$ cat src/rtl/dmem_arb_pkg.sv
`default_nettype none
// ============================================================================
// Module   : dmem_arb_pkg
// Purpose  : Shared widths, port indices and request record for the
//            data-memory arbiter.
// Revision : 1.0 - initial release
// ============================================================================
package dmem_arb_pkg;

    localparam int DEF_ADDR_W = 4;
    localparam int DEF_DATA_W = 4;

    // Requester slots: 0 is the CPU load/store unit, 1 is the debug/loader.
    localparam int PORT_CPU = 0;
    localparam int PORT_DBG = 1;

    // One access as presented by a requester.
    typedef struct packed {
        logic                  we;
        logic [DEF_ADDR_W-1:0] addr;
        logic [DEF_DATA_W-1:0] wdata;
    } dmem_req_t;

endpackage
`default_nettype wire

$ cat src/rtl/dmem_arbiter_if.sv
`default_nettype none
// ============================================================================
// Module   : dmem_arbiter_if
// Purpose  : Bundles both requester handshakes and the memory-side bus.
//            slave = arbiter view, master = environment view.
// Revision : 1.0 - initial release
// ============================================================================
interface dmem_arbiter_if
    import dmem_arb_pkg::*;
#(
    parameter int ADDR_W = DEF_ADDR_W,
    parameter int DATA_W = DEF_DATA_W
) ();

    logic              m0_req;
    logic              m0_we;
    logic [ADDR_W-1:0] m0_addr;
    logic [DATA_W-1:0] m0_wdata;
    logic              m0_gnt;
    logic              m0_rvalid;
    logic [DATA_W-1:0] m0_rdata;

    logic              m1_req;
    logic              m1_we;
    logic [ADDR_W-1:0] m1_addr;
    logic [DATA_W-1:0] m1_wdata;
    logic              m1_gnt;
    logic              m1_rvalid;
    logic [DATA_W-1:0] m1_rdata;

    logic              mem_we;
    logic [ADDR_W-1:0] mem_addr;
    logic [DATA_W-1:0] mem_wdata;
    logic [DATA_W-1:0] mem_rdata;

    modport slave (
        input  m0_req, m0_we, m0_addr, m0_wdata,
        output m0_gnt, m0_rvalid, m0_rdata,
        input  m1_req, m1_we, m1_addr, m1_wdata,
        output m1_gnt, m1_rvalid, m1_rdata,
        output mem_we, mem_addr, mem_wdata,
        input  mem_rdata
    );

    modport master (
        output m0_req, m0_we, m0_addr, m0_wdata,
        input  m0_gnt, m0_rvalid, m0_rdata,
        output m1_req, m1_we, m1_addr, m1_wdata,
        input  m1_gnt, m1_rvalid, m1_rdata,
        input  mem_we, mem_addr, mem_wdata,
        output mem_rdata
    );

endinterface
`default_nettype wire

$ cat src/rtl/rr_arb2.sv
`default_nettype none
// ============================================================================
// Module   : rr_arb2
// Purpose  : Two-way round-robin arbiter with one-hot combinational grant.
//            Grants are forced off while reset is asserted.
// Revision : 1.0 - initial release
// ============================================================================
module rr_arb2
    import dmem_arb_pkg::*;
(
    input  wire logic       clk,
    input  wire logic       rst_n,
    input  wire logic [1:0] req,
    output logic      [1:0] gnt
);

    // Index of the port that wins a tie on the next contended cycle.
    logic r_prio_ptr;

    // Grant the lone requester, or the favoured one under contention.
    always_comb begin
        gnt = 2'b00;
        if (rst_n) begin
            if (req[PORT_CPU] && req[PORT_DBG]) begin
                gnt = r_prio_ptr ? 2'b10 : 2'b01;
            end else begin
                gnt = req;
            end
        end
    end

    // After any grant, favour the port that was not served; idle keeps it.
    always_ff @(posedge clk) begin
        if (!rst_n) begin
            r_prio_ptr <= 1'b0;
        end else if (gnt[PORT_CPU]) begin
            r_prio_ptr <= 1'b1;
        end else if (gnt[PORT_DBG]) begin
            r_prio_ptr <= 1'b0;
        end
    end

endmodule
`default_nettype wire

$ cat src/rtl/dmem_arbiter.sv
`default_nettype none
// ============================================================================
// Module   : dmem_arbiter
// Purpose  : Shares a single-port data memory between the CPU and a debug
//            master. Routes the granted access to memory and returns read
//            data one cycle later with a single-cycle valid pulse.
// Revision : 1.0 - initial release
// ============================================================================
module dmem_arbiter
    import dmem_arb_pkg::*;
#(
    parameter int ADDR_W = DEF_ADDR_W,
    parameter int DATA_W = DEF_DATA_W
) (
    input  wire logic       clk,
    input  wire logic       rst_n,
    dmem_arbiter_if.slave   bus
);

    logic [1:0]        w_req;
    logic [1:0]        w_gnt;
    dmem_req_t         w_req_cpu;
    dmem_req_t         w_req_dbg;
    dmem_req_t         w_sel;
    logic [ADDR_W-1:0] w_mem_addr;
    logic [DATA_W-1:0] w_mem_wdata;
    logic              w_rd_cpu;
    logic              w_rd_dbg;

    logic              r_m0_rvalid;
    logic [DATA_W-1:0] r_m0_rdata;
    logic              r_m1_rvalid;
    logic [DATA_W-1:0] r_m1_rdata;

    assign w_req = {bus.m1_req, bus.m0_req};

    rr_arb2 u_arb (
        .clk   (clk),
        .rst_n (rst_n),
        .req   (w_req),
        .gnt   (w_gnt)
    );

    assign w_req_cpu = '{we: bus.m0_we, addr: bus.m0_addr, wdata: bus.m0_wdata};
    assign w_req_dbg = '{we: bus.m1_we, addr: bus.m1_addr, wdata: bus.m1_wdata};

    // Port 0 drives the bus unless port 1 holds the grant (idle shows port 0).
    assign w_sel       = w_gnt[PORT_DBG] ? w_req_dbg : w_req_cpu;
    assign w_mem_addr  = w_sel.addr;
    assign w_mem_wdata = w_sel.wdata;

    assign bus.mem_we    = w_sel.we & (|w_gnt);
    assign bus.mem_addr  = w_mem_addr;
    assign bus.mem_wdata = w_mem_wdata;

    assign bus.m0_gnt = w_gnt[PORT_CPU];
    assign bus.m1_gnt = w_gnt[PORT_DBG];

    assign w_rd_cpu = w_gnt[PORT_CPU] & ~bus.m0_we;
    assign w_rd_dbg = w_gnt[PORT_DBG] & ~bus.m1_we;

    // Capture read data for the granted reader; rdata holds between reads.
    always_ff @(posedge clk) begin
        if (!rst_n) begin
            r_m0_rvalid <= 1'b0;
            r_m0_rdata  <= '0;
            r_m1_rvalid <= 1'b0;
            r_m1_rdata  <= '0;
        end else begin
            r_m0_rvalid <= w_rd_cpu;
            r_m1_rvalid <= w_rd_dbg;
            if (w_rd_cpu) begin
                r_m0_rdata <= bus.mem_rdata;
            end
            if (w_rd_dbg) begin
                r_m1_rdata <= bus.mem_rdata;
            end
        end
    end

    assign bus.m0_rvalid = r_m0_rvalid;
    assign bus.m0_rdata  = r_m0_rdata;
    assign bus.m1_rvalid = r_m1_rvalid;
    assign bus.m1_rdata  = r_m1_rdata;

endmodule
`default_nettype wire

$ cat src/flat_wrapper.sv
// flat-port wrapper written by rule: the top's interface ports become plain ports
module dmem_arbiter_flat import dmem_arb_pkg::*;
#(
    parameter int ADDR_W = DEF_ADDR_W,
    parameter int DATA_W = DEF_DATA_W
)
  (clk, rst_n, bus_m0_req, bus_m0_we, bus_m0_addr, bus_m0_wdata, bus_m0_gnt, bus_m0_rvalid, bus_m0_rdata, bus_m1_req, bus_m1_we, bus_m1_addr, bus_m1_wdata, bus_m1_gnt, bus_m1_rvalid, bus_m1_rdata, bus_mem_we, bus_mem_addr, bus_mem_wdata, bus_mem_rdata);
  dmem_arbiter_if #(.ADDR_W(ADDR_W), .DATA_W(DATA_W)) bus_i ();
  input  wire logic clk;
  input  wire logic rst_n;
  input wire logic [$bits(bus_i.m0_req)-1:0] bus_m0_req;
  input wire logic [$bits(bus_i.m0_we)-1:0] bus_m0_we;
  input wire logic [$bits(bus_i.m0_addr)-1:0] bus_m0_addr;
  input wire logic [$bits(bus_i.m0_wdata)-1:0] bus_m0_wdata;
  output wire logic [$bits(bus_i.m0_gnt)-1:0] bus_m0_gnt;
  output wire logic [$bits(bus_i.m0_rvalid)-1:0] bus_m0_rvalid;
  output wire logic [$bits(bus_i.m0_rdata)-1:0] bus_m0_rdata;
  input wire logic [$bits(bus_i.m1_req)-1:0] bus_m1_req;
  input wire logic [$bits(bus_i.m1_we)-1:0] bus_m1_we;
  input wire logic [$bits(bus_i.m1_addr)-1:0] bus_m1_addr;
  input wire logic [$bits(bus_i.m1_wdata)-1:0] bus_m1_wdata;
  output wire logic [$bits(bus_i.m1_gnt)-1:0] bus_m1_gnt;
  output wire logic [$bits(bus_i.m1_rvalid)-1:0] bus_m1_rvalid;
  output wire logic [$bits(bus_i.m1_rdata)-1:0] bus_m1_rdata;
  output wire logic [$bits(bus_i.mem_we)-1:0] bus_mem_we;
  output wire logic [$bits(bus_i.mem_addr)-1:0] bus_mem_addr;
  output wire logic [$bits(bus_i.mem_wdata)-1:0] bus_mem_wdata;
  input wire logic [$bits(bus_i.mem_rdata)-1:0] bus_mem_rdata;
  assign bus_i.m0_req = bus_m0_req;
  assign bus_i.m0_we = bus_m0_we;
  assign bus_i.m0_addr = bus_m0_addr;
  assign bus_i.m0_wdata = bus_m0_wdata;
  assign bus_m0_gnt = bus_i.m0_gnt;
  assign bus_m0_rvalid = bus_i.m0_rvalid;
  assign bus_m0_rdata = bus_i.m0_rdata;
  assign bus_i.m1_req = bus_m1_req;
  assign bus_i.m1_we = bus_m1_we;
  assign bus_i.m1_addr = bus_m1_addr;
  assign bus_i.m1_wdata = bus_m1_wdata;
  assign bus_m1_gnt = bus_i.m1_gnt;
  assign bus_m1_rvalid = bus_i.m1_rvalid;
  assign bus_m1_rdata = bus_i.m1_rdata;
  assign bus_mem_we = bus_i.mem_we;
  assign bus_mem_addr = bus_i.mem_addr;
  assign bus_mem_wdata = bus_i.mem_wdata;
  assign bus_i.mem_rdata = bus_mem_rdata;
  dmem_arbiter #(.ADDR_W(ADDR_W), .DATA_W(DATA_W)) u_core (.clk(clk), .rst_n(rst_n), .bus(bus_i));
endmodule
$ cat config.mk
export PLATFORM = sky130hd
export DESIGN_NAME = dmem_arbiter_flat
export DESIGN_NICKNAME = d
export VERILOG_FILES = /design/src/rtl/dmem_arb_pkg.sv /design/src/rtl/dmem_arbiter_if.sv /design/src/rtl/rr_arb2.sv /design/src/rtl/dmem_arbiter.sv /design/src/flat_wrapper.sv
export SDC_FILE = /design/constraint.sdc
export NUM_CORES = 1
export LEC_CHECK = 0
export CORE_AREA = 2 2 39 41
export DETAILED_ROUTE_END_ITERATION = 10
export DIE_AREA = 0 0 41 43
export DONT_BUFFER_PORTS = 1
export PLACE_DENSITY_LB_ADDON = 0.08
export SYNTH_ARGS = -nofsm -noshare
export SYNTH_HDL_FRONTEND = slang
export SYNTH_SLANG_ARGS = --single-unit
$ cat constraint.sdc
create_clock -name clk -period 2.7 [get_ports clk]
set_input_delay 0.27 -clock clk [delete_from_list [all_inputs] [get_ports clk]]
set_output_delay 0.27 -clock clk [all_outputs]
set_load 0.005 [all_outputs]
# ---- Yosys cells after proc, flatten, opt, wreduce, memory -nomap -nowiden
# Cells that the tools add are included.
dict set report op_classes {
  muxes 6
  bitwise 5
  reduce_logical 3
}
# op count
set op_table {}
lappend op_table {{two-way mux 9 bit} 1}
lappend op_table {{two-way mux 2 bit} 3}
lappend op_table {{bitwise AND 1 bit} 3}
lappend op_table {{two-way mux 1 bit} 2}
lappend op_table {{inverter 1 bit} 2}
lappend op_table {{nonzero test 2 bit} 1}
lappend op_table {{OR reduction 2 bit} 1}
lappend op_table {{logical AND 1 bit} 1}
dict set report totals {
  ff_bits 11
  out_inout_bits 21
  wordCells 19
}

# ---- Depth between registers and ports, before layout
# Gate-level depths: netlist of run 1.
dict set report logic_depth {
  depth_word 5
  mapped_depth 4
  ltp_nobuf 3
}

# ---- Hierarchy
# A second synthesis of run 1 with hierarchy kept.
dict set report hier_totals {
  cells_unflattened 57
  area_unflattened_um2 581.8
}
# module n_inst cells_per_inst area_each_um2
set modules_own_cells {}
lappend modules_own_cells {dmem_arbiter 1 50 529.3}
lappend modules_own_cells {rr_arb2 1 7 52.6}

# ---- Worst setup path after synthesis of run 1
# OpenSTA, ideal clock, no wires.
dict set report synth_path {
  kind {register to output}
  startpoint {register u_core.u_arb.r_prio_ptr}
  endpoint {output port bus_mem_addr[0]}
  arrival_ns 1.068
  required_ns 2.430
  setup_slack_ns 1.362
  path_stages_with_launch 5
  path_cell_list {dfxtp_1 nand2b_1 and3_1 buf_6 mux2_4}
}
dict set report synth_via {
  elab_chain_cells 4
}
# item line_no
set synth_lines {}
lappend synth_lines {{start, declared} rr_arb2.sv:18} ;# logic r_prio_ptr;
lappend synth_lines {{start signal, assigned} rr_arb2.sv:35} ;# r_prio_ptr <= 1'b0;
lappend synth_lines {{start signal, assigned} rr_arb2.sv:37} ;# r_prio_ptr <= 1'b1;
lappend synth_lines {{start signal, assigned} rr_arb2.sv:39} ;# r_prio_ptr <= 1'b0;
lappend synth_lines {{two-way mux 2 bit} rr_arb2.sv:25} ;# gnt = r_prio_ptr ? 2'b10 : 2'b01;
lappend synth_lines {{two-way mux 2 bit} rr_arb2.sv:24} ;# if (req[PORT_CPU] && req[PORT_DBG]) begin
lappend synth_lines {{two-way mux 2 bit} rr_arb2.sv:23} ;# if (rst_n) begin
lappend synth_lines {{via bus_m1_gnt} flat_wrapper.sv:22} ;# output wire logic [$bits(bus_i.m1_gnt)-1:0] bus_m1_gnt;
lappend synth_lines {{two-way mux 9 bit} dmem_arbiter.sv:48} ;# assign w_sel = w_gnt[PORT_DBG] ? w_req_dbg : w_req_cpu;
lappend synth_lines {{end, declared} flat_wrapper.sv:26} ;# output wire logic [$bits(bus_i.mem_addr)-1:0] bus_mem_addr;
# The timed path passes the listed nets, and every way through them passes these cells.

# ---- Final worst setup path of run 1
dict set report layout_path {
  startpoint {register u_core.u_arb.r_prio_ptr}
  endpoint {output port bus_mem_wdata[2]}
}
dict set report layout_via {
  elab_chain_cells 4
}
# item line_no
set layout_lines {}
lappend layout_lines {{two-way mux 2 bit} rr_arb2.sv:25}
lappend layout_lines {{two-way mux 2 bit} rr_arb2.sv:24}
lappend layout_lines {{two-way mux 2 bit} rr_arb2.sv:23}
lappend layout_lines {{via bus_m1_gnt} flat_wrapper.sv:22}
lappend layout_lines {{two-way mux 9 bit} dmem_arbiter.sv:48}
lappend layout_lines {{end, declared} flat_wrapper.sv:27} ;# output wire logic [$bits(bus_i.mem_wdata)-1:0] bus_mem_wdata;
# The timed path passes the listed nets, and every way through them passes these cells.

==> results.cfg, run 1 <==
[outcome]
status = completed

[synth]
syn_nets = 80
avgSynthCellArea_um2 = 10.4
yosys.area.top_type = dfxtp_1
synth_area_um2 = 563
ys_ff_latch = 11
synth_cell_types = 15
ys_warn_count = 0
ys_seq_area_share_pct = 39.1
synth_top_area_share_pct = 39.1
synth.top_cells.by_area = dfxtp_1 (39%), mux2_4 (21%), mux2i_1 (14%), nand2_1 (8.7%), and3_1 (2.2%)
synth_cells = 54

[timing]
maxSlewViolCount = 0
finalSetupTns_ps = 0
setup_viol = 0
rsz0062_at_grt = false
max-slew-margin-rel_pct = 65.4
timing.hold.ws_ps = 138
finalHoldViolations = 0
finalCritPeriodShare_pct = 69.8
fin_skew_ps = 5.51
max_freq_mhz = 531
tightest_slew_ps = 519
fin_crit_ps = 1880

[cells_and_area]
diodes = 0
drive_above_1_share_pct = 20.4
area_delta_synth_final_pct = 3.78
mostFrequentLayoutCells = nand2_1 (13), dfxtp_1 (11), mux2_4 (8), mux2i_1 (8), clkbuf_4 (3)
final_nets = 81
final_common_cell = nand2_1
n_fill_cell = 139

[floorplanning]
start_util_pct = 40.7
num_rows = 14
die_area_um2 = 1760
core_region_area_um2 = 1380
die_x_um = 41
die_h_um = 43
io_pins = 47

[min_path]
hold-path-cell-count = 1
hold-path-endpoint = u_core.u_arb.r_prio_ptr
hp-class = in2reg
hold_path.startpoint = rst_n

[setup_path]
r2r_end = u_core.bus.m1_rdata[2]
cp_data_arrival_time_ps = 1610
path_buf_inv = 0
critPathSlowestCell = and3_1
r2r_setup_slack_ps = 1510
crit_family = simple AND/OR/NAND/NOR gates
crit_chain = nand2b_1 -> and3_1 -> mux2_4
reg2reg_from = u_core.u_arb.r_prio_ptr
max_stage_delay_ps = 500
cp_max_fo = 9
required_ps = 2430
crit_path_end_kind = output pin
path_class = reg2out
reg2reg_depth = 3
cp-start-kind = flip-flop

[global_routing]
grt_pass1_vias = 405
overflow = 0
track_usage_pct = 13.9
grt_max_degree = 19
grt_pass1_wl_um = 1620
antenna_found_initial = 0

[flow_run]
drv_cap = 0

[pwr]
irDropWorstVdd_mv = 0.214
power_mw = 0.321
p_per_area_nw_per_um2 = 550
p_leak_nw = 0.271

[route]
vias = 419
routed_wl_um = 1190
wl_per_cell_um = 17.1
drtIter0Drc = 5
firstDrtPassIters = 4
drc = 0
via_per_inst = 5.99
postRouteAntennaNets = 0

[clock_tree]
cts_hold_buf = 0
path_clk_slew_ps = 60
cts_tree = built
clk_path_buf_depth = 2
post_cts_buffers = 0
cts.sinks = 11
cts-htree-levels = 1
insertion_delay_ps = 260
cts-buffers-inserted = 3
cts_root_buf = clkbuf_4
cts.repair.resized = 0

[place]
port_buffers = 0
globalplace.congestion = 0.636
## per-stage QoR
stage | setup WS (ps) | util (%) | instance area, um^2 | instances
3_5_place_dp | 1110 | 40.3 | 558 | 66
5_1_grt | 705 | 42.2 | 584 | 70
2_1_floorplan | 1360 | - | 563 | 54
6_report | 817 | 42.2 | 584 | 70
3_3_place_gp | 1140 | 40.3 | 558 | 66
4_1_cts | 814 | 42.2 | 584 | 70
## logic make-up (layout without fill, tap and decap cells)
| logic type | after synthesis | in the layout | synth area share (%) |
|---|---|---|---|
| buffers and inverters | 5 | 5 | 5.11 |
| flip-flops | 11 | 11 | 39.1 |
| AND/OR/NAND/NOR | 20 | 20 | 17.1 |
| multiplexers | 16 | 16 | 35.6 |
| AO/OA/AOI/OAI | 2 | 2 | 3.11 |
## layout make-up
type / instances / area, um^2 / area share, %
well taps: 16 / 20.0 / 3.43
flip-flops and latches: 11 / 220 / 37.7
multi-input cells: 38 / 314 / 53.7
clock buffers: 4 / 26.3 / 4.50
inverters: 1 / 3.75 / 0.642
## sequential cells by signal, summed over array words and instances, names as in the netlist
signal / count
u_core.bus.m1_rvalid: 1
u_core.bus.m0_rdata: 4
u_core.u_arb.r_prio_ptr: 1
u_core.bus.m0_rvalid: 1
u_core.bus.m1_rdata: 4
## worst register-to-register path: cells and delay by family, from the launching register on
kind / cells / cell delay (ps)
multiplexers: 1 / 240
AND/OR/NAND/NOR: 2 / 540
flip-flops: 1 / 350
## where the power goes
group	internal (mW)	switching [mW]	total, mW
sequential	0.168	0.00415	0.172
combinational	0.0225	0.0162	0.0387
clock	0.0571	0.0530	0.110
total	0.248	0.0733	0.321
## layer usage
metal	track usage [%]	routed length, um	part of all wire (%)	vias up
li1	-	-	-	187
met1	12.4	405	34	188
met3	5.24	132	11	5
met5	0	0	0	-
met2	25.0	639	54	39
met4	6.67	16	1.3	0
## how the worst max path moves through the flow
stage,from,end,slack (ps),cells after the start
6_report,u_core.u_arb.r_prio_ptr,bus_mem_wdata[2],820,3
5_1_grt,u_core.u_arb.r_prio_ptr,bus_mem_wdata[2],710,3
4_1_cts,u_core.u_arb.r_prio_ptr,bus_mem_wdata[2],810,3
3_5_place_dp,u_core.u_arb.r_prio_ptr,bus_mem_wdata[2],1110,3
3_3_place_gp,u_core.u_arb.r_prio_ptr,bus_mem_wdata[3],1140,3
2_1_floorplan,u_core.u_arb.r_prio_ptr,bus_mem_addr[0],1360,4
## cell usage after synthesis
cell and count:
nand2b_1 1, clkbuf_1 1, nand4b_1 1, nand3_1 2
mux2i_1 8, nand2_1 13, buf_2 2, a21boi_0 1
buf_6 1, inv_1 1, dfxtp_1 11, and3_1 2
mux2_4 8, and4b_1 1, o211a_1 1
Note: power is estimated with default switching activity, not from simulation.
==> run 2: changes to the inputs <==
==> constraint.sdc (replaced) <==
create_clock -name clk -period 1.6 [get_ports clk]
set_input_delay 0.16 -clock clk [delete_from_list [all_inputs] [get_ports clk]]
set_output_delay 0.16 -clock clk [all_outputs]
set_load 0.005 [all_outputs]
==> run 2 against run 1 <==
  * Sequential power grew 69%
  * Final cell count increased by 2.9%
  * Clock skew fell by 4.0 ps
  * Critical endpoint is now bus_mem_addr[2]
  * Via count shrank 3.3%
  * Largest cell class unchanged
  * Non-clock buffer count up 1
  * Power grew 71%
  * Critical path type unchanged
  * Flip-flop and latch count is the same
  * Register-to-register slack worse by 1100 ps
==> results.cfg, run 2 (synthesis gave the netlist of run 1 again) <==
[cells_and_area]
final_common_cell = nand2_1
n_fill_cell = 130
mostFrequentLayoutCells = nand2_1 (13), dfxtp_1 (11), mux2_4 (8), mux2i_1 (8), clkbuf_4 (3)
utilization_pct = 44.2
final_nets = 83
area_delta_synth_final_pct = 8.67
diodes = 0
drive_above_1_share_pct = 26.8
fin_cells = 72

[timing]
fin_skew_ps = 1.49
max-slew-margin-rel_pct = 77.6
finalCritPeriodShare_pct = 92.4
fin_crit_ps = 1480
maxSlewViolCount = 0
setup_viol = 0
finalHoldViolations = 0
tightest_slew_ps = 334
finalSetupTns_ps = 0
max_freq_mhz = 677
rsz0062_at_grt = false

[place]
globalplace.congestion = 0.645
port_buffers = 0
placed_cells = 67
dp.final_hpwl_um = 1010

[global_routing]
grt_max_degree = 19
grt_pass1_vias = 384
track_usage_pct = 15.1
antenna_found_initial = 0
overflow = 0
grt_pass1_wl_um = 1700

[floorplanning]
start_util_pct = 40.7
core_region_area_um2 = 1380
die_h_um = 43
die_area_um2 = 1760
die_x_um = 41
num_rows = 14
io_pins = 47

[setup_path]
cp_data_arrival_time_ps = 1320
critPathSlowestCell = dfxtp_1
path_class = reg2out
required_ps = 1440
crit_path_end_kind = output pin
cp-start-kind = flip-flop
cp_max_fo = 4
crit_chain = nand2b_4 -> and3_2 -> mux2_4
max_stage_delay_ps = 350
path_buf_inv = 0
crit_family = simple AND/OR/NAND/NOR gates

[clock_tree]
cts-htree-levels = 1
cts_root_buf = clkbuf_4
cts_hold_buf = 0
path_clk_slew_ps = 70
cts.sinks = 11
clk_path_buf_depth = 2
post_cts_buffers = 0
insertion_delay_ps = 260
cts_tree = built
cts-buffers-inserted = 3

[min_path]
hp-class = in2reg

[route]
wl_per_cell_um = 17.7
drc = 0
via_per_inst = 5.63
vias = 405
postRouteAntennaNets = 0
drtIter0Drc = 3
firstDrtPassIters = 2
routed_wl_um = 1280

[pwr]
irDropWorstVdd_mv = 0.653
p_per_area_nw_per_um2 = 899
p_leak_nw = 0.284

[flow_run]
drv_cap = 0

[outcome]
status = completed
## run 2: changes by cell type in the layout (fill, tap and decap cells not counted), sizes merged
| cell | previous run | this run |
|---|---|---|
| buf | 0 | 1 |
| and3 | 2 | 3 |
## run 2: final cells by class
class	count	area, um^2	share of cell area (%)
clock buffers	4	26.3	4.29
multi-input cells	39	334	54.6
flip-flops and latches	11	220	36.0
inverters	1	3.75	0.613
well taps	16	20.0	3.27
repair buffers	1	7.51	1.23
## run 2: path summary, 6_finish.rpt
check                               start                      end  slack (ps)  depth (start not counted)
setup / recovery  u_core.u_arb.r_prio_ptr          bus_mem_addr[2]         120                          3
hold / removal                      rst_n  u_core.u_arb.r_prio_ptr          30                          1
setup reg to reg  u_core.u_arb.r_prio_ptr   u_core.bus.m1_rdata[2]         430                          3
hold reg to reg    u_core.bus.m1_rdata[0]   u_core.bus.m1_rdata[0]         480                          2
## run 2: power breakdown
part | internal, mW | leakage [nW] | switching, mW
Sequential | 0.284 | 0.0896 | 0.00678
Clock | 0.0963 | 0.0150 | 0.0902
Combinational | 0.0437 | 0.180 | 0.0288
Total | 0.424 | 0.284 | 0.126
## run 2: timing repair
action / 4_1_cts / 5_1_grt
pin swaps: 0 / 1
resized for setup: 2 / 1
gates cloned: 0 / 1
setup endpoints to repair: 8 / 8
## run 2: per-layer routing
| metal | wire, um | track usage, % |
|---|---|---|
| met2 | 667 | 25.9 |
| met5 | 0 | 0 |
| met3 | 107 | 8.38 |
| met1 | 496 | 14.4 |
| met4 | 4 | 4.00 |
## run 2: per-stage QoR
| step | area, um^2 | total power [mW] | setup WS, ps | hold slack [ps] |
|---|---|---|---|---|
| 6_report | 612 | 0.550 | 122 | 30.4 |
| 5_1_grt | 612 | 0.584 | 43.9 | 11.9 |
| 4_1_cts | 597 | 0.556 | 59.6 | 16.2 |
| 3_5_place_dp | 566 | 0.365 | 155 | 303 |
| 2_1_floorplan | 563 | 0.363 | 372 | 298 |
| 3_3_place_gp | 566 | 0.363 | 184 | 299 |
